$ cat config.mk
export PLATFORM = sky130hd
export DESIGN_NAME = secuenciador_muestreo_flat
export DESIGN_NICKNAME = d
export VERILOG_FILES = /design/src/rtl/sensor_pkg.sv /design/src/rtl/secuenciador_muestreo_if.sv /design/src/rtl/divisor_muestreo.sv /design/src/rtl/secuenciador_muestreo.sv /design/src/flat_wrapper.sv
export SDC_FILE = /design/constraint.sdc
export NUM_CORES = 1
export LEC_CHECK = 0
export ABC_AREA = 1
export BUFFER_PORTS_ARGS = -buffer_cell sky130_fd_sc_hd__buf_2
export CAP_MARGIN = 25
export CELL_PAD_IN_SITES_DETAIL_PLACEMENT = 0
export CELL_PAD_IN_SITES_GLOBAL_PLACEMENT = 1
export CORE_MARGIN = 8
export CORE_UTILIZATION = 28
export CTS_CLUSTER_DIAMETER = 50
export DETAILED_ROUTE_END_ITERATION = 7
export PLACE_DENSITY_LB_ADDON = 0.15
export REMOVE_ABC_BUFFERS = 1
export SLEW_MARGIN = 5
export SYNTH_ARGS = -nofsm -noshare
export SYNTH_HDL_FRONTEND = slang
export SYNTH_HIERARCHICAL = 1
export SYNTH_SLANG_ARGS = --single-unit
$ cat constraint.sdc
create_clock -name clk -period 2 [get_ports clk]
set_input_delay 0.2 -clock clk [delete_from_list [all_inputs] [get_ports clk]]
set_output_delay 0.2 -clock clk [all_outputs]
set_load 0.05 [all_outputs]
$ cat src/rtl/sensor_pkg.sv
// Shared constants for the temperature path: sample width and controller state codes.
// Downstream control/display logic decodes estado with these same values.
package sensor_pkg;

   localparam int unsigned TEMP_W   = 5;
   localparam int unsigned ESTADO_W = 2;

   typedef enum logic [ESTADO_W-1:0] {
      REPOSO      = 2'b00,
      INICIAR     = 2'b01,
      ESPERAR_ADC = 2'b10,
      PROMEDIAR   = 2'b11
   } estado_t;

endpackage

$ cat src/rtl/secuenciador_muestreo_if.sv
// Sensor-side and result-side signals of the sampling controller.
// master = controller, slave = sensor pins plus downstream consumers.
interface secuenciador_muestreo_if;
   import sensor_pkg::*;

   logic              habilitar;
   logic              adc_listo;
   logic [TEMP_W-1:0] temperatura_adc;
   logic              iniciar_conv;
   logic [TEMP_W-1:0] temperatura;
   logic              dato_valido;
   logic              error_sensor;
   estado_t           estado;

   modport master (
      input  habilitar, adc_listo, temperatura_adc,
      output iniciar_conv, temperatura, dato_valido, error_sensor, estado
   );

   modport slave (
      output habilitar, adc_listo, temperatura_adc,
      input  iniciar_conv, temperatura, dato_valido, error_sensor, estado
   );

endinterface

$ cat src/rtl/divisor_muestreo.sv
// Free-running interval counter 0..PERIODO-1; tick is high during the terminal-count cycle.
// Cleared synchronously while habilitar is low. Also reused for the display refresh clock.
module divisor_muestreo #(
   parameter int unsigned PERIODO = 1_000_000
) (
   input  logic clk,
   input  logic rst,
   input  logic habilitar,
   output logic tick
);

   localparam int unsigned CNT_W = $clog2(PERIODO);

   logic [CNT_W-1:0] cnt;

   // tick is registered one count early so it lines up with cnt == PERIODO-1
   always_ff @(posedge clk or negedge rst) begin
      if (!rst) begin
         cnt  <= '0;
         tick <= 1'b0;
      end else if (!habilitar) begin
         cnt  <= '0;
         tick <= 1'b0;
      end else begin
         cnt  <= (cnt == CNT_W'(PERIODO - 1)) ? '0 : cnt + CNT_W'(1);
         tick <= (cnt == CNT_W'(PERIODO - 2));
      end
   end

endmodule

$ cat src/rtl/secuenciador_muestreo.sv
// Sampling controller: periodic conversion request, ADC handshake with timeout,
// averaging of 2^PROM_LOG2 samples and registered result with a valid pulse.
module secuenciador_muestreo
   import sensor_pkg::*;
#(
   parameter int unsigned PERIODO   = 1_000_000,
   parameter int unsigned TIMEOUT   = 1000,
   parameter int unsigned PROM_LOG2 = 2
) (
   input  logic                    clk,
   input  logic                    rst,
   secuenciador_muestreo_if.master bus
);

   localparam int unsigned ACC_W        = TEMP_W + PROM_LOG2;
   localparam int unsigned NUM_W        = PROM_LOG2 + 1;
   localparam int unsigned TO_W         = $clog2(TIMEOUT);
   localparam int unsigned NUM_MUESTRAS = 1 << PROM_LOG2;

   estado_t           estado_q, estado_d;
   logic [ACC_W-1:0]  acc_q, acc_d;
   logic [NUM_W-1:0]  num_q, num_d;
   logic [TO_W-1:0]   tcnt_q, tcnt_d;
   logic              adc_prev_q;
   logic              iniciar_q, iniciar_d;
   logic [TEMP_W-1:0] temp_q, temp_d;
   logic              valido_q, valido_d;
   logic              error_q, error_d;

   logic              tick;
   logic              flanco_c;
   logic              vencido_c;
   logic              ultima_c;
   logic [NUM_W-1:0]  num_inc_c;

   divisor_muestreo #(.PERIODO(PERIODO)) u_divisor (
      .clk       (clk),
      .rst       (rst),
      .habilitar (bus.habilitar),
      .tick      (tick)
   );

   assign flanco_c  = bus.adc_listo & ~adc_prev_q;
   assign vencido_c = (tcnt_q == TO_W'(TIMEOUT - 1));
   assign num_inc_c = num_q + NUM_W'(1);
   assign ultima_c  = (num_inc_c == NUM_W'(NUM_MUESTRAS));

   // State and datapath registers
   always_ff @(posedge clk or negedge rst) begin
      if (!rst) begin
         estado_q   <= REPOSO;
         acc_q      <= '0;
         num_q      <= '0;
         tcnt_q     <= '0;
         adc_prev_q <= 1'b0;
         iniciar_q  <= 1'b0;
         temp_q     <= '0;
         valido_q   <= 1'b0;
         error_q    <= 1'b0;
      end else begin
         estado_q   <= estado_d;
         acc_q      <= acc_d;
         num_q      <= num_d;
         tcnt_q     <= tcnt_d;
         adc_prev_q <= bus.adc_listo;
         iniciar_q  <= iniciar_d;
         temp_q     <= temp_d;
         valido_q   <= valido_d;
         error_q    <= error_d;
      end
   end

   // Next state; a low habilitar aborts from any state, and ticks outside REPOSO are dropped
   always_comb begin
      estado_d = estado_q;
      if (!bus.habilitar) begin
         estado_d = REPOSO;
      end else begin
         case (estado_q)
            REPOSO:      if (tick) estado_d = INICIAR;
            INICIAR:     estado_d = ESPERAR_ADC;
            ESPERAR_ADC: begin
               if (flanco_c)       estado_d = ultima_c ? PROMEDIAR : REPOSO;
               else if (vencido_c) estado_d = REPOSO;
            end
            PROMEDIAR:   estado_d = REPOSO;
            default:     estado_d = REPOSO;
         endcase
      end
   end

   // Output and datapath next values; an edge wins over a simultaneous timeout
   always_comb begin
      acc_d     = acc_q;
      num_d     = num_q;
      tcnt_d    = tcnt_q;
      temp_d    = temp_q;
      error_d   = error_q;
      valido_d  = 1'b0;
      iniciar_d = (estado_d == INICIAR);
      if (!bus.habilitar) begin
         acc_d = '0;
         num_d = '0;
      end else begin
         case (estado_q)
            INICIAR: tcnt_d = '0;
            ESPERAR_ADC: begin
               if (flanco_c) begin
                  acc_d = acc_q + ACC_W'(bus.temperatura_adc);
                  num_d = num_inc_c;
               end else if (vencido_c) begin
                  error_d = 1'b1;
                  acc_d   = '0;
                  num_d   = '0;
               end else begin
                  tcnt_d = tcnt_q + TO_W'(1);
               end
            end
            PROMEDIAR: begin
               temp_d   = TEMP_W'(acc_q >> PROM_LOG2);
               valido_d = 1'b1;
               error_d  = 1'b0;
               acc_d    = '0;
               num_d    = '0;
            end
            default: ;
         endcase
      end
   end

   assign bus.iniciar_conv = iniciar_q;
   assign bus.temperatura  = temp_q;
   assign bus.dato_valido  = valido_q;
   assign bus.error_sensor = error_q;
   assign bus.estado       = estado_q;

endmodule

$ cat src/flat_wrapper.sv
// flat-port wrapper written by rule: the top's interface ports become plain ports
module secuenciador_muestreo_flat import sensor_pkg::*;
#(
   parameter int unsigned PERIODO   = 1_000_000,
   parameter int unsigned TIMEOUT   = 1000,
   parameter int unsigned PROM_LOG2 = 2
)
  (clk, rst, bus_habilitar, bus_adc_listo, bus_temperatura_adc, bus_iniciar_conv, bus_temperatura, bus_dato_valido, bus_error_sensor, bus_estado);
  secuenciador_muestreo_if bus_i ();
  input  logic clk;
  input  logic rst;
  input wire logic [$bits(bus_i.habilitar)-1:0] bus_habilitar;
  input wire logic [$bits(bus_i.adc_listo)-1:0] bus_adc_listo;
  input wire logic [$bits(bus_i.temperatura_adc)-1:0] bus_temperatura_adc;
  output wire logic [$bits(bus_i.iniciar_conv)-1:0] bus_iniciar_conv;
  output wire logic [$bits(bus_i.temperatura)-1:0] bus_temperatura;
  output wire logic [$bits(bus_i.dato_valido)-1:0] bus_dato_valido;
  output wire logic [$bits(bus_i.error_sensor)-1:0] bus_error_sensor;
  output wire logic [$bits(bus_i.estado)-1:0] bus_estado;
  assign bus_i.habilitar = bus_habilitar;
  assign bus_i.adc_listo = bus_adc_listo;
  assign bus_i.temperatura_adc = bus_temperatura_adc;
  assign bus_iniciar_conv = bus_i.iniciar_conv;
  assign bus_temperatura = bus_i.temperatura;
  assign bus_dato_valido = bus_i.dato_valido;
  assign bus_error_sensor = bus_i.error_sensor;
  assign bus_estado = bus_i.estado;
  secuenciador_muestreo #(.PERIODO(PERIODO), .TIMEOUT(TIMEOUT), .PROM_LOG2(PROM_LOG2)) u_core (.clk(clk), .rst(rst), .bus(bus_i));
endmodule
==> metrics <==
critical path endpoint u_core/acc_q[0]; Worst Path Required ~2300 ps; DRT Pass-1 Iters 4; Routed wire per std cell 12.0 microns; CP Launch Type flop; Synth cell types 29; Power Total between 0.0015 and 0.002 W; Fin Clk Skew 9.01 ps; Max Cap Viol 0; clock tree from TritonCTS done; share of cells above drive strength 1 11.5%; Worst Path Max Fanout 12; Die X between 100 and 150 microns; clock buffer depth 2; critical path type reg -> reg; grt total ovfl 0; Ant. Diodes 0; clock power share a little over a third; combinational power share under 10%; most frequent cells in the layout 128 x nand2_1, 62 x nor2_1, 52 x dfrtp_1; I/O pin cnt 19; Avg Inst Size Synth around 7.5 sq um; vias in the first global route 2,519; number of synthesized flops with an enable pin 0; Max Clk Rate ~0.6 GHz; Flop pwr share a little under 60%; min cycle time layout 1680 ps; full die area between 0.01 and 0.015 sq mm; Max Slew Vio Count 0; Fin Setup TNS 0 ps; synthesis-to-layout area growth 12.8%; WHS about 210 ps; worst r2r dst u_core/acc_q[0]; Worst-Margin Slew about 530 ps; Slew headroom between 60 and 70%; Clock Tree Root clkbuf_8; Global Route Usage Sum 10.3%; status finished clean; final setup fails 0; clock latency on the worst-skew pair 310 ps; critical path, cell by cell inv_2, nor2_4, a21oi_1, nand3_2, nand2_2, nand2_1, nand2_1; die height ~120 microns; reg-to-reg slack, setup ~320 ps; CP Data Arrival Time just under 2000 ps; Cell Area, Synth roughly 0.003 sq mm; routability cong. 0.782; crit path capture type flop; Stages on worst setup path 7; Buf/Inv on CP 1; # DRC 0; final-report hold violation count 0; Vias 2,523; CTS Buf Count 5; FP Rows 38; worst stage delay on the critical path 470 ps; P_int ~0.0014 W; H-tree lvl count 2; Final period util 84.0%; Leak Pwr about 1.7 nW; Cells after Synth just over 400; pin count of the biggest net entering global routing 36; drt initial violations approximately 110; initial antenna violation count 0; worst reg-to-reg path cell count 7; crit path from u_core/bus.estado[1]; starting density of the core roughly 28%; most common cell after layout, fill and taps aside nand2_1; FFs w/ async S/R, synth 100%; Top FF cell, synth dfrtp_1; cell family with most CP delay simple AND/OR/NAND/NOR gates; Critical R2R Launch u_core/bus.estado[1]; Synthesis Warnings 6; most used cell, CP nand2_1; core area roughly 0.011 sq mm; Sink Count 52; post-route ant nets 0; HP Class in -> reg; Clock transition at path regs 110 ps; Detail Placement HPWL a little over 5000 microns; vias per inst approximately 4.4; Switching Power 0.000496 W; post-route cell area 0.00344 sq mm; Worst path slowest cell dfrtp_1; Power per Cell Area approximately 540 mW/mm^2; sequential-to-total area share from yosys stat 42.6%; switching portion of total power 26.8%; Final nets between 400 and 500; maximum VDD drop 0.270 mV; RSZ-0062 raised after global routing false; hold-critical path depth 4; count of state elements after synthesis 52; first-pass GRT wire length around 12,000 microns; Routed WL around 6900 microns; PortBufs 18; DP Area ~0.0033 sq mm
[final cells by class]
class,instances,area [sq um]
well taps,140,175
multi-input cells,303,1540
flip-flops and latches,52,1300
repair buffers,23,145
fillers,1177,7300
clock inverters,3,26.3
inverters,49,184
clock buffers,5,68.8
[cells by family after synthesis]
logic type	Yosys count	synth area share, %
compound gates	16	2.91
flops	52	42.6
buf+inv	54	6.85
simple gates	263	39.1
xor+xnor	13	3.73
fa+ha+maj	11	4.76
[how the worst min path moves through the flow]
stage | from | end | slack [ps]
floorplan | rst | u_core/acc_q[0] | -100
global placement | rst | u_core/u_divisor/cnt[0] | 200
detailed placement | rst | u_core/u_divisor/cnt[0] | 190
CTS | bus_temperatura_adc[0] | u_core/acc_q[0] | 210
global route | bus_temperatura_adc[0] | u_core/acc_q[0] | 220
finish | bus_temperatura_adc[0] | u_core/acc_q[0] | 210
[flip-flops by register name, summed over array words and instances (netlist names)]
register,count
u_core/bus.temperatura,5
u_core/acc_q,7
u_core/bus.error_sensor,1
u_core/u_divisor/cnt,20
u_core/num_q,3
u_core/tcnt_q,10
u_core/adc_prev_q,1
u_core/bus.estado,2
u_core/bus.iniciar_conv,1
u_core/bus.dato_valido,1
u_core/u_divisor/tick,1
[worst reg2reg max path: cells and delay by family (launching register included)]
family	cells	cell delay, ps
DFF	1	470
and+or+nand+nor	5	780
AOI/OAI and AO/OA	1	230
buffers and inverters	1	140
[Yosys cell counts, types with 6 or more instances]
| master | number | area share [%] |
|---|---|---|
| nand3_1 | 31 | 5.1 |
| inv_1 | 46 | 5.7 |
| nor3_1 | 7 | 1.1 |
| dfrtp_1 | 52 | 43 |
| a21oi_1 | 7 | 1.1 |
| xor2_1 | 7 | 2.0 |
| nand4_1 | 12 | 2.5 |
| nor2_1 | 62 | 7.6 |
| nor2_4 | 6 | 2.2 |
| ha_1 | 10 | 4.1 |
| xnor2_1 | 6 | 1.7 |
| nand2_1 | 128 | 16 |
[per-layer routing]
layer,vias up,GRT usage [%],routed length [microns]
met3,7,2.05,222
met1,1144,13.1,3380
met2,37,17.1,3200
met5,-,0,0
met4,0,3.20,96
li1,1335,-,-
[power groups by stage]
stage,sequential [W],combinational (W),clock [W]
after global placement,0.00109,0.000127,0
final,0.00107,0.000124,0.000659
after CTS,0.00107,0.000130,0.000703
after global routing,0.00108,0.000142,0.000732
after floorplan,0.00111,0.0000442,0
after detailed placement,0.00109,0.000127,0
[repair_timing]
action / 4_1_cts / 5_1_grt
endpoints found under the hold margin: 18 / 0
hold buffers: 2 / 0
buffers inserted: 0 / 0
resized for setup: 0 / 0
[per-stage QoR]
step	cells	utilization, %	setup WS, ps
finish	575	32.0	321
global route	575	32.0	124
CTS	575	32.0	289
detailed placement	565	31.0	300
global placement	565	31.0	297
floorplan	404	-	350
(Power assumes the default switching activity.)
